$ cat src/rtl/uart_rx_fifo.sv
`default_nettype none
// ============================================================================
// Module      : uart_rx_fifo
// Description : Receive-side FIFO behind a uart receiver. Captures each byte and
//               its error flags, acknowledges with rdn, and presents entries
//               first-word-fall-through in the clk16x domain.
// Revision    : 1.0 - initial release
// ============================================================================
module uart_rx_fifo #(
    parameter int AW = 3,
    parameter int DW = 8
) (
    input  logic          clk16x,
    input  logic          clrn,
    input  logic          r_ready,
    input  logic [DW-1:0] d_rx,
    input  logic          parity_error,
    input  logic          frame_error,
    output logic          rdn,
    input  logic          rd,
    output logic [DW-1:0] q,
    output logic          q_perr,
    output logic          q_ferr,
    output logic          empty,
    output logic          full,
    output logic [AW:0]   count,
    output logic          overrun,
    input  logic          clr_ovr
);

    localparam int          C_DEPTH    = 2**AW;
    localparam logic [AW:0] C_FULL_CNT = {1'b1, {AW{1'b0}}};

    typedef enum logic [1:0] {
        S_IDLE = 2'd0,
        S_ACK  = 2'd1,
        S_WAIT = 2'd2
    } state_t;

    state_t        r_state;
    logic          r_rdn;
    logic          r_ovr;
    logic [AW-1:0] r_wptr;
    logic [AW-1:0] r_rptr;
    logic [AW:0]   r_count;
    logic [DW+1:0] r_mem [C_DEPTH];

    logic w_cap;
    logic w_wr;
    logic w_pop;
    logic w_empty;
    logic w_full;

    assign w_empty = (r_count == '0);
    assign w_full  = (r_count == C_FULL_CNT);

    // Full is the pre-edge occupancy, so a simultaneous pop never frees room for the write.
    assign w_cap = (r_state == S_IDLE) && r_ready;
    assign w_wr  = w_cap && !w_full;
    assign w_pop = rd && !w_empty;

    always_ff @(posedge clk16x or negedge clrn) begin
        if (!clrn) begin
            r_state <= S_IDLE;
            r_rdn   <= 1'b1;
        end else begin
            case (r_state)
                S_IDLE: begin
                    if (r_ready) begin
                        r_state <= S_ACK;
                        r_rdn   <= 1'b0;
                    end
                end
                S_ACK: begin
                    r_state <= S_WAIT;
                    r_rdn   <= 1'b1;
                end
                S_WAIT: begin
                    r_rdn <= 1'b1;
                    if (!r_ready) begin
                        r_state <= S_IDLE;
                    end
                end
                default: begin
                    r_state <= S_IDLE;
                    r_rdn   <= 1'b1;
                end
            endcase
        end
    end

    always_ff @(posedge clk16x or negedge clrn) begin
        if (!clrn) begin
            r_wptr  <= '0;
            r_rptr  <= '0;
            r_count <= '0;
        end else begin
            if (w_wr) begin
                r_wptr <= r_wptr + AW'(1);
            end
            if (w_pop) begin
                r_rptr <= r_rptr + AW'(1);
            end
            case ({w_wr, w_pop})
                2'b10:   r_count <= r_count + (AW+1)'(1);
                2'b01:   r_count <= r_count - (AW+1)'(1);
                default: r_count <= r_count;
            endcase
        end
    end

    // A discard in the same cycle as clr_ovr keeps the flag set.
    always_ff @(posedge clk16x or negedge clrn) begin
        if (!clrn) begin
            r_ovr <= 1'b0;
        end else if (w_cap && w_full) begin
            r_ovr <= 1'b1;
        end else if (clr_ovr) begin
            r_ovr <= 1'b0;
        end
    end

    always_ff @(posedge clk16x) begin
        if (w_wr) begin
            r_mem[r_wptr] <= {frame_error, parity_error, d_rx};
        end
    end

    assign rdn     = r_rdn;
    assign q       = r_mem[r_rptr][DW-1:0];
    assign q_perr  = r_mem[r_rptr][DW];
    assign q_ferr  = r_mem[r_rptr][DW+1];
    assign empty   = w_empty;
    assign full    = w_full;
    assign count   = r_count;
    assign overrun = r_ovr;

endmodule
`default_nettype wire
$ cat config.mk
export PLATFORM = sky130hd
export DESIGN_NAME = uart_rx_fifo
export DESIGN_NICKNAME = d
export VERILOG_FILES = /design/src/rtl/uart_rx_fifo.sv
export SDC_FILE = /design/constraint.sdc
export NUM_CORES = 1
export LEC_CHECK = 0
export BUFFER_PORTS_ARGS = -buffer_cell sky130_fd_sc_hd__buf_2
export CAP_MARGIN = 20
export CORE_MARGIN = 3
export CORE_UTILIZATION = 43
export CTS_BUF_LIST = sky130_fd_sc_hd__clkbuf_4 sky130_fd_sc_hd__clkbuf_8
export CTS_CLUSTER_DIAMETER = 80
export DETAILED_ROUTE_END_ITERATION = 12
export PLACE_DENSITY = 0.72
export SYNTH_ARGS = -nofsm -noshare
export SYNTH_HDL_FRONTEND = slang
export SYNTH_SLANG_ARGS = --single-unit
$ cat constraint.sdc
create_clock -name clk16x -period 5.6 [get_ports clk16x]
set_input_delay 1.68 -clock clk16x [delete_from_list [all_inputs] [get_ports clk16x]]
set_output_delay 1.68 -clock clk16x [all_outputs]
set_load 0.03 [all_outputs]
==> Word level (Yosys, flattened, before mapping) <==
Memory sizes are Yosys's and may differ from the RTL's.
Cells that the tools add are included.
{ "totals": {"memories": 1, "elab_cells": 39, "mem_bits_rw": 80, "out_inout_bits": 18, "regBits": 14} }
{ "mem_list": {"columns": ["name", "words", "width", "read_ports", "rd_ports_with_merged_regs", "write_ports", "line", "rtl"], "rows": [
  ["r_mem", 8, 10, 1, 0, 1, "46", "logic [DW+1:0] r_mem [C_DEPTH];"]
]} }
{ "op_classes": {"n_mux": 10, "n_reduce_logical": 11, "eq_ne": 7, "addsub": 4} }
{ "op_table": {"columns": ["cell", "count"], "rows": [
  ["$pmux 4 s2", 1],
  ["$add 3x1->3 const B", 2],
  ["$mux 1", 6],
  ["$pmux 2 s3", 1],
  ["$add 4x1->4 const B", 1],
  ["$eq 2x1->1 const B", 2],
  ["$eq 2x2->1 const B", 2],
  ["$eq 4x4->1 const B", 1],
  ["$logic_and 1x1->1", 4],
  ["$logic_not 4->1", 1],
  ["$mux 2", 2],
  ["$ne 2x2->1 const B", 2],
  ["$reduce_bool 2->1", 2],
  ["$sub 4x1->4 const B", 1],
  ["$logic_not 1->1", 2],
  ["$logic_not 2->1", 1],
  ["$reduce_and 2->1", 1]
]} }

==> Longest topological paths before layout <==
Gate-level depths: netlist of run 1.
{ "depth": {"ltp_word": 5, "depth_mapped": 7} }

==> Worst setup path before layout of run 1 <==
OpenSTA, ideal clock, no wires.
{ "synth_timing": {"path_kind": "input -> register", "start": "in r_ready", "end": "reg r_count[3], in the netlist count[3]", "path_slack_ns": 1.914, "path_buffers": 0, "cell_stages": 7, "setup_time_ns": 0.134, "arrival_time_ns": 3.552, "required_ns": 5.466, "cell_sequence": "nor3b_2 > nand2_2 > ha_1 > ha_1 > or4b_2 > o311ai_0 > o211ai_1"} }
{ "synth_between": {"elab_chain_len": 4, "word_cells_on_any_way": 6} }
{ "synth_rtl": {"columns": ["item", "line", "rtl"], "rows": [
  ["start: declaration", "15", "input logic r_ready,"],
  ["$logic_and 1x1->1 (*)", "58", "assign w_cap = (r_state == S_IDLE) && r_ready;"],
  ["$logic_and 1x1->1 (*)", "59", "assign w_wr = w_cap && !w_full;"],
  ["$eq 2x1->1 / $eq 2x2->1 (equally long branches)", "104", "case ({w_wr, w_pop})"],
  ["$pmux 4 s2 / $reduce_bool 2->1 (equally long branches)", null, null],
  ["end signal: assignment", "105", "2'b10: r_count <= r_count + (AW+1)'(1);"],
  ["end signal: assignment", "106", "2'b01: r_count <= r_count - (AW+1)'(1);"],
  ["end signal: assignment", "107", "default: r_count <= r_count;"],
  ["end: declaration", "45", "logic [AW:0] r_count;"]
]} }
Every way passes the cells marked *; elsewhere a longest branch is shown, timed or not.
A chain may end at the register's enable or synchronous reset.

==> Worst setup path in the final report of run 1 <==
{ "layout_timing": {"start": "reg r_rptr[0]", "end": "out q[0]"} }
{ "layout_between": {"elab_chain_len": 1} }
{ "layout_rtl": {"columns": ["item", "line", "rtl"], "rows": [
  ["start: declaration", "44", "logic [AW-1:0] r_rptr;"],
  ["start signal: assignment", "102", "r_rptr <= r_rptr + AW'(1);"],
  ["$mem_v2 8x10", null, null],
  ["end: declaration", "21", "output logic [DW-1:0] q,"]
]} }
Every way passes these cells.

==> flow_summary.toml, run 1 <==
[worst_setup_path]
reg2reg_from = "count[3]$_DFFE_PN0P_"
required_ns = 3.92
worstSetupEndpointType = "primary output"
critPathSlowestCell = "dfrtp_1"
critPathLaunch = "r_rptr[0]$_DFFE_PN0P_"
startpoint_type = "register"
path_depth = 4
reg2reg_depth = 7
arrival_ns = 2.33
crit_buf_inv = 2
worstPathCellList = "buf_16, mux4_1, mux2_2, buf_2"
critPathTopFamily = "multiplexers"
crit_fanout = 13
cpPeakStageDelay_ns = 0.73
critPathKind = "reg -> out"

[cts]
clk_latency_ns = 0.35
cts_tree = "built"
root_buffer = "clkbuf_8"
h-tree-depth = 3
cts.sinks = 94
clk_pin_slew_ns = 0.09
cts_buffers = 9
hold_buffers = 0
cts_setup_buffers = 0
clk_path_buf_depth = 2
post_cts_resized = 0

[sta]
relSlewSlack_pct = 27.6
min_period_over_period_pct = 71.7
fmax_mhz = 249
setup_viol = 0
final_max_slew_viol_count = 0
finalSetupTns_ns = 0
skew_ns = 0.0129
whs_ns = 0.487
min_period_ns = 4.01
hold_viol = 0
tightest_slew_ns = 1.08
rsz0062_at_grt = "false"

[yosys]
syn_area_sq_um = 3890
netlist_instances = 195
yosysUniqueCellTypes = 33
ys_warn_count = 0
syn_area_per_cell_sq_um = 20.0
synth_edf_count = 80
synth_seq_cells = 94
ys_seq_area_share_pct = 70.8
syn_nets = 216
synth_ff_type = "edfxtp_1"
async_flop_share_pct = 14.9

[global_route]
antenna_found_initial = 0
grt_pass1_vias = 1954
grt_pass1_wl_um = 10200
track_usage_pct = 13.5
grt_overflow = 0
grt_max_degree = 23

[placed_design]
gp_congestion = 0.697
dpl.hpwl_um = 4050
io_buffers = 32

[power_and_ir_drop]
p_seq_share_pct = 45.5
combinationalPowerShare_pct = 35.7
cellPowerDensity_nw_per_um2 = 499
peakVddDrop_mv = 0.191
switching_power_uw = 795
intPower_uw = 1410
sw_frac_of_total_pct = 36.0
p_leak_uw = 0.00161
clock_power_share_pct = 18.8

[cells_and_area]
layout_common_cells = "edfxtp_1 (80), buf_2 (32), mux4_1 (20), dfrtp_1 (13), mux2_2 (11)"
syn2layout_area_growth_pct = 13.6
drive_above_1_share_pct = 29.8
insertedDiodeCount = 0
layout.nets = 261
final_common_cell = "edfxtp_1"
utilization_pct = 50.5

[die]
die_w_um = 101
die_h_um = 101
rows = 34
ios = 33
initial_core_util_pct = 44.4
die_area_sq_um = 10200
core_sq_um = 8760

[worst_hold_path]
hold_class = "reg -> reg"
min-delay-start = "rdn$_DFFE_PN1P_"
hold_depth = 2

[routing]
wirelength_um = 6530
viasPerCell = 5.32
ant_nets = 0
drcViolationCount = 0
wl_per_cell_um = 18.5
drt_iter0_markers = 100
firstDrtPassIters = 4
via_count = 1878

[status]
status = "complete, no violations"

[job]
cap_violations = 0
power by group through the flow:
| stage | Clock (uW) | Combinational (uW) | Sequential (uW) |
|---|---|---|---|
| detailed placement | 0 | 748 | 1040 |
| global route | 456 | 859 | 1020 |
| global placement | 0 | 729 | 1040 |
| finish | 416 | 788 | 1000 |
| floorplan | 0 | 615 | 988 |
| CTS | 427 | 750 | 1030 |
synth_stat cells (3+ instances only):
library cell	instances	area, sq um
edfxtp_1	80	2400
mux4_1	20	526
dfrtp_1	13	325
mux2_2	11	124
inv_1	9	33.8
nor2_1	7	26.3
nand2_1	6	22.5
ha_1	5	62.6
nand3_1	5	25.0
xnor2_1	5	43.8
buf_6	3	33.8
clkbuf_1	3	11.3
nor3b_1	3	22.5
o21ai_0	3	15.0
stage by stage:
stage	total power (uW)	instance area, sq um	cells	setup slack (ns)
floorplan	1600	3890	195	1.91
global placement	1760	4160	331	1.70
detailed placement	1790	4170	332	1.63
CTS	2200	4350	348	1.29
global route	2340	4420	353	1.47
finish	2210	4420	353	1.59
final timing paths:
path	endpoint	slack, ns
min in group asynchronous	count[1]$_DFFE_PN0P_	1.21
max in group asynchronous	rdn$_DFFE_PN1P_	4.09
min reg2reg	rdn$_DFFE_PN1P_	0.49
max	q[0]	1.59
min	rdn$_DFFE_PN1P_	0.49
max reg2reg	count[3]$_DFFE_PN0P_	2.73
flip-flops by register name, indices dropped and copies added, names as in the netlist:
register,cells
overrun,1
rdn,1
r_wptr,3
r_rptr,3
count,4
r_mem,80
r_state,2
per-layer routing:
| metal | vias up | share of wire [%] | global-route usage [%] |
|---|---|---|---|
| li1 | 887 | - | - |
| met1 | 954 | 44 | 17.2 |
| met2 | 33 | 51 | 22.6 |
| met3 | 4 | 3.2 | 2.89 |
| met4 | 0 | 1.4 | 5.93 |
| met5 | - | 0 | 0 |
area by class of cell:
cell class | count | area [sq um]
Clock buffer | 9 | 124
Clock inverter | 7 | 61.3
Fill cell | 696 | 4340
Inverter | 9 | 33.8
Multi-Input combinational cell | 86 | 1060
Sequential cell | 94 | 2750
Tap cell | 108 | 135
Timing Repair Buffer | 40 | 255
kinds of logic after synthesis:
logic type,Yosys count,share of synthesized area (%)
flip-flops,94,70.8
multiplexers,33,17.2
AND/OR/NAND/NOR,31,4.50
buffers and inverters,15,2.03
AO/OA/AOI/OAI,10,1.99
XOR/XNOR,6,1.35
adder cells (fa/ha/maj),6,2.12
worst reg2reg max path: cells and delay by family (launching register included):
family	cells	cell delay, ns
AO/OA/AOI/OAI	3	0.76
adder cells (fa/ha/maj)	2	0.70
AND/OR/NAND/NOR	1	0.64
flip-flops	1	0.47
buffers and inverters	1	0.18
Note: power is estimated with default switching activity, not from simulation.
==> run 2, diff against run 1 <==
clock period = 3.9 ns   (was 5.6 ns; I/O delays follow)
==> flow_summary.toml, run 2 (synthesis results as in run 1) <==
[sta]
min_period_over_period_pct = 85.1
skew_ns = 0.00918
final_max_slew_viol_count = 0
rsz0062_at_grt = "false"
hold_viol = 0
tightest_slew_ns = 0.596
relSlewSlack_pct = 60.3
min_period_ns = 3.32
fmax_mhz = 301
finalSetupTns_ns = 0
setup_viol = 0

[power_and_ir_drop]
p_leak_uw = 0.00162
sw_frac_of_total_pct = 36.3
cellPowerDensity_nw_per_um2 = 717
clock_power_share_pct = 19.4
peakVddDrop_mv = 0.273
p_seq_share_pct = 44.1
switching_power_uw = 1150
intPower_uw = 2020
combinationalPowerShare_pct = 36.5

[die]
ios = 33
die_area_sq_um = 10200
core_sq_um = 8760
die_w_um = 101
initial_core_util_pct = 44.4
die_h_um = 101
rows = 34

[cells_and_area]
largest_reg_flops = 80
syn2layout_area_growth_pct = 13.6
drive_above_1_share_pct = 30.6
largest_register = "r_mem"
insertedDiodeCount = 0
layout_common_cells = "edfxtp_1 (80), buf_2 (32), mux4_1 (20), dfrtp_1 (13)"
final_common_cell = "edfxtp_1"
layout.nets = 264
fill_cells = 701
fin_area_sq_um = 4420

[global_route]
grt_overflow = 0
track_usage_pct = 13.4
grt_pass1_wl_um = 10000
antenna_found_initial = 0
grt_max_degree = 23
grt_pass1_vias = 1894

[worst_hold_path]
hold_class = "reg -> reg"

[worst_setup_path]
worstSetupEndpointType = "primary output"
arrival_ns = 2.15
cpPeakStageDelay_ns = 0.62
startpoint_type = "register"
required_ns = 2.73
worstPathCellList = "buf_4, mux4_1, mux2_2, buf_2"
critPathSlowestCell = "mux4_1"
crit_fanout = 22
critPathKind = "reg -> out"

[routing]
drt_iter0_markers = 52
viasPerCell = 5.38
wl_per_cell_um = 18.0
ant_nets = 0
via_count = 1916
firstDrtPassIters = 4
wirelength_um = 6400
drcViolationCount = 0

[cts]
clk_path_buf_depth = 2
cts.sinks = 94
clk_pin_slew_ns = 0.10
hold_buffers = 0
cts_buffers = 9
cts_setup_buffers = 0
cts_tree = "built"
root_buffer = "clkbuf_8"
h-tree-depth = 3
post_cts_resized = 0
clk_latency_ns = 0.36

[status]
status = "complete, no violations"

[placed_design]
gp_congestion = 0.751
io_buffers = 32
place_area_sq_um = 4220
dpl.hpwl_um = 4080

[job]
cap_violations = 0
-- run 2: changes by cell type in the layout (fill, tap and decap cells not counted), sizes merged --
cell      delta
buf          +3
clkinv       +1
clkinvlp     -1
-- run 2: stage by stage --
stage	setup WS [ns]	hold WS [ns]	utilization (%)	total power, uW	std cells
finish	0.582	0.481	50.5	3170	356
global route	0.497	0.527	50.5	3360	356
CTS	0.557	0.490	50.5	3210	356
detailed placement	0.584	0.476	48.2	2600	340
global placement	0.668	0.456	48.2	2560	340
floorplan	0.724	0.484	-	2300	195
-- run 2: final cells by class --
cell class,instances,area [sq um],share of cell area (%)
Inverter,9,33.8,0.764
Clock buffer,9,124,2.80
Timing Repair Buffer,43,243,5.49
Sequential cell,94,2750,62.3
Multi-Input combinational cell,86,1060,23.9
Clock inverter,7,73.8,1.67
Tap cell,108,135,3.06
-- run 2: path summary, 6_finish.rpt --
| check | start | end | slack, ns | cells past startpoint |
|---|---|---|---|---|
| setup / recovery | r_rptr[0]$_DFFE_PN0P_ | q[6] | 0.58 | 4 |
| hold / removal | rdn$_DFFE_PN1P_ | rdn$_DFFE_PN1P_ | 0.48 | 2 |
| setup reg to reg | count[2]$_DFFE_PN0P_ | count[3]$_DFFE_PN0P_ | 1.03 | 7 |
| hold reg to reg | rdn$_DFFE_PN1P_ | rdn$_DFFE_PN1P_ | 0.48 | 2 |
| max in group asynchronous | clrn | rdn$_DFFE_PN1P_ | 2.93 | 1 |
| min in group asynchronous | clrn | count[1]$_DFFE_PN0P_ | 0.68 | 1 |
-- run 2: layer usage --
metal	track usage, %	vias up	routed length [um]
met4	8.49	0	193
met5	0	-	0
met3	2.07	14	166
met2	21.5	27	3180
li1	-	900	-
met1	17.1	975	2860
-- run 2: worst max-delay path, delay by kind of cell (launching register included) --
family / cells / cell delay [ns]
buffers and inverters: 2 / 0.53
DFF: 1 / 0.33
muxes: 2 / 0.92
-- run 2: power groups by stage --
stage | Clock [uW] | Combinational [uW] | Sequential (uW)
final | 614 | 1160 | 1400
after global routing | 674 | 1260 | 1420
after CTS | 635 | 1180 | 1400
after detailed placement | 0 | 1180 | 1420
after global placement | 0 | 1150 | 1410
after floorplan | 0 | 884 | 1420
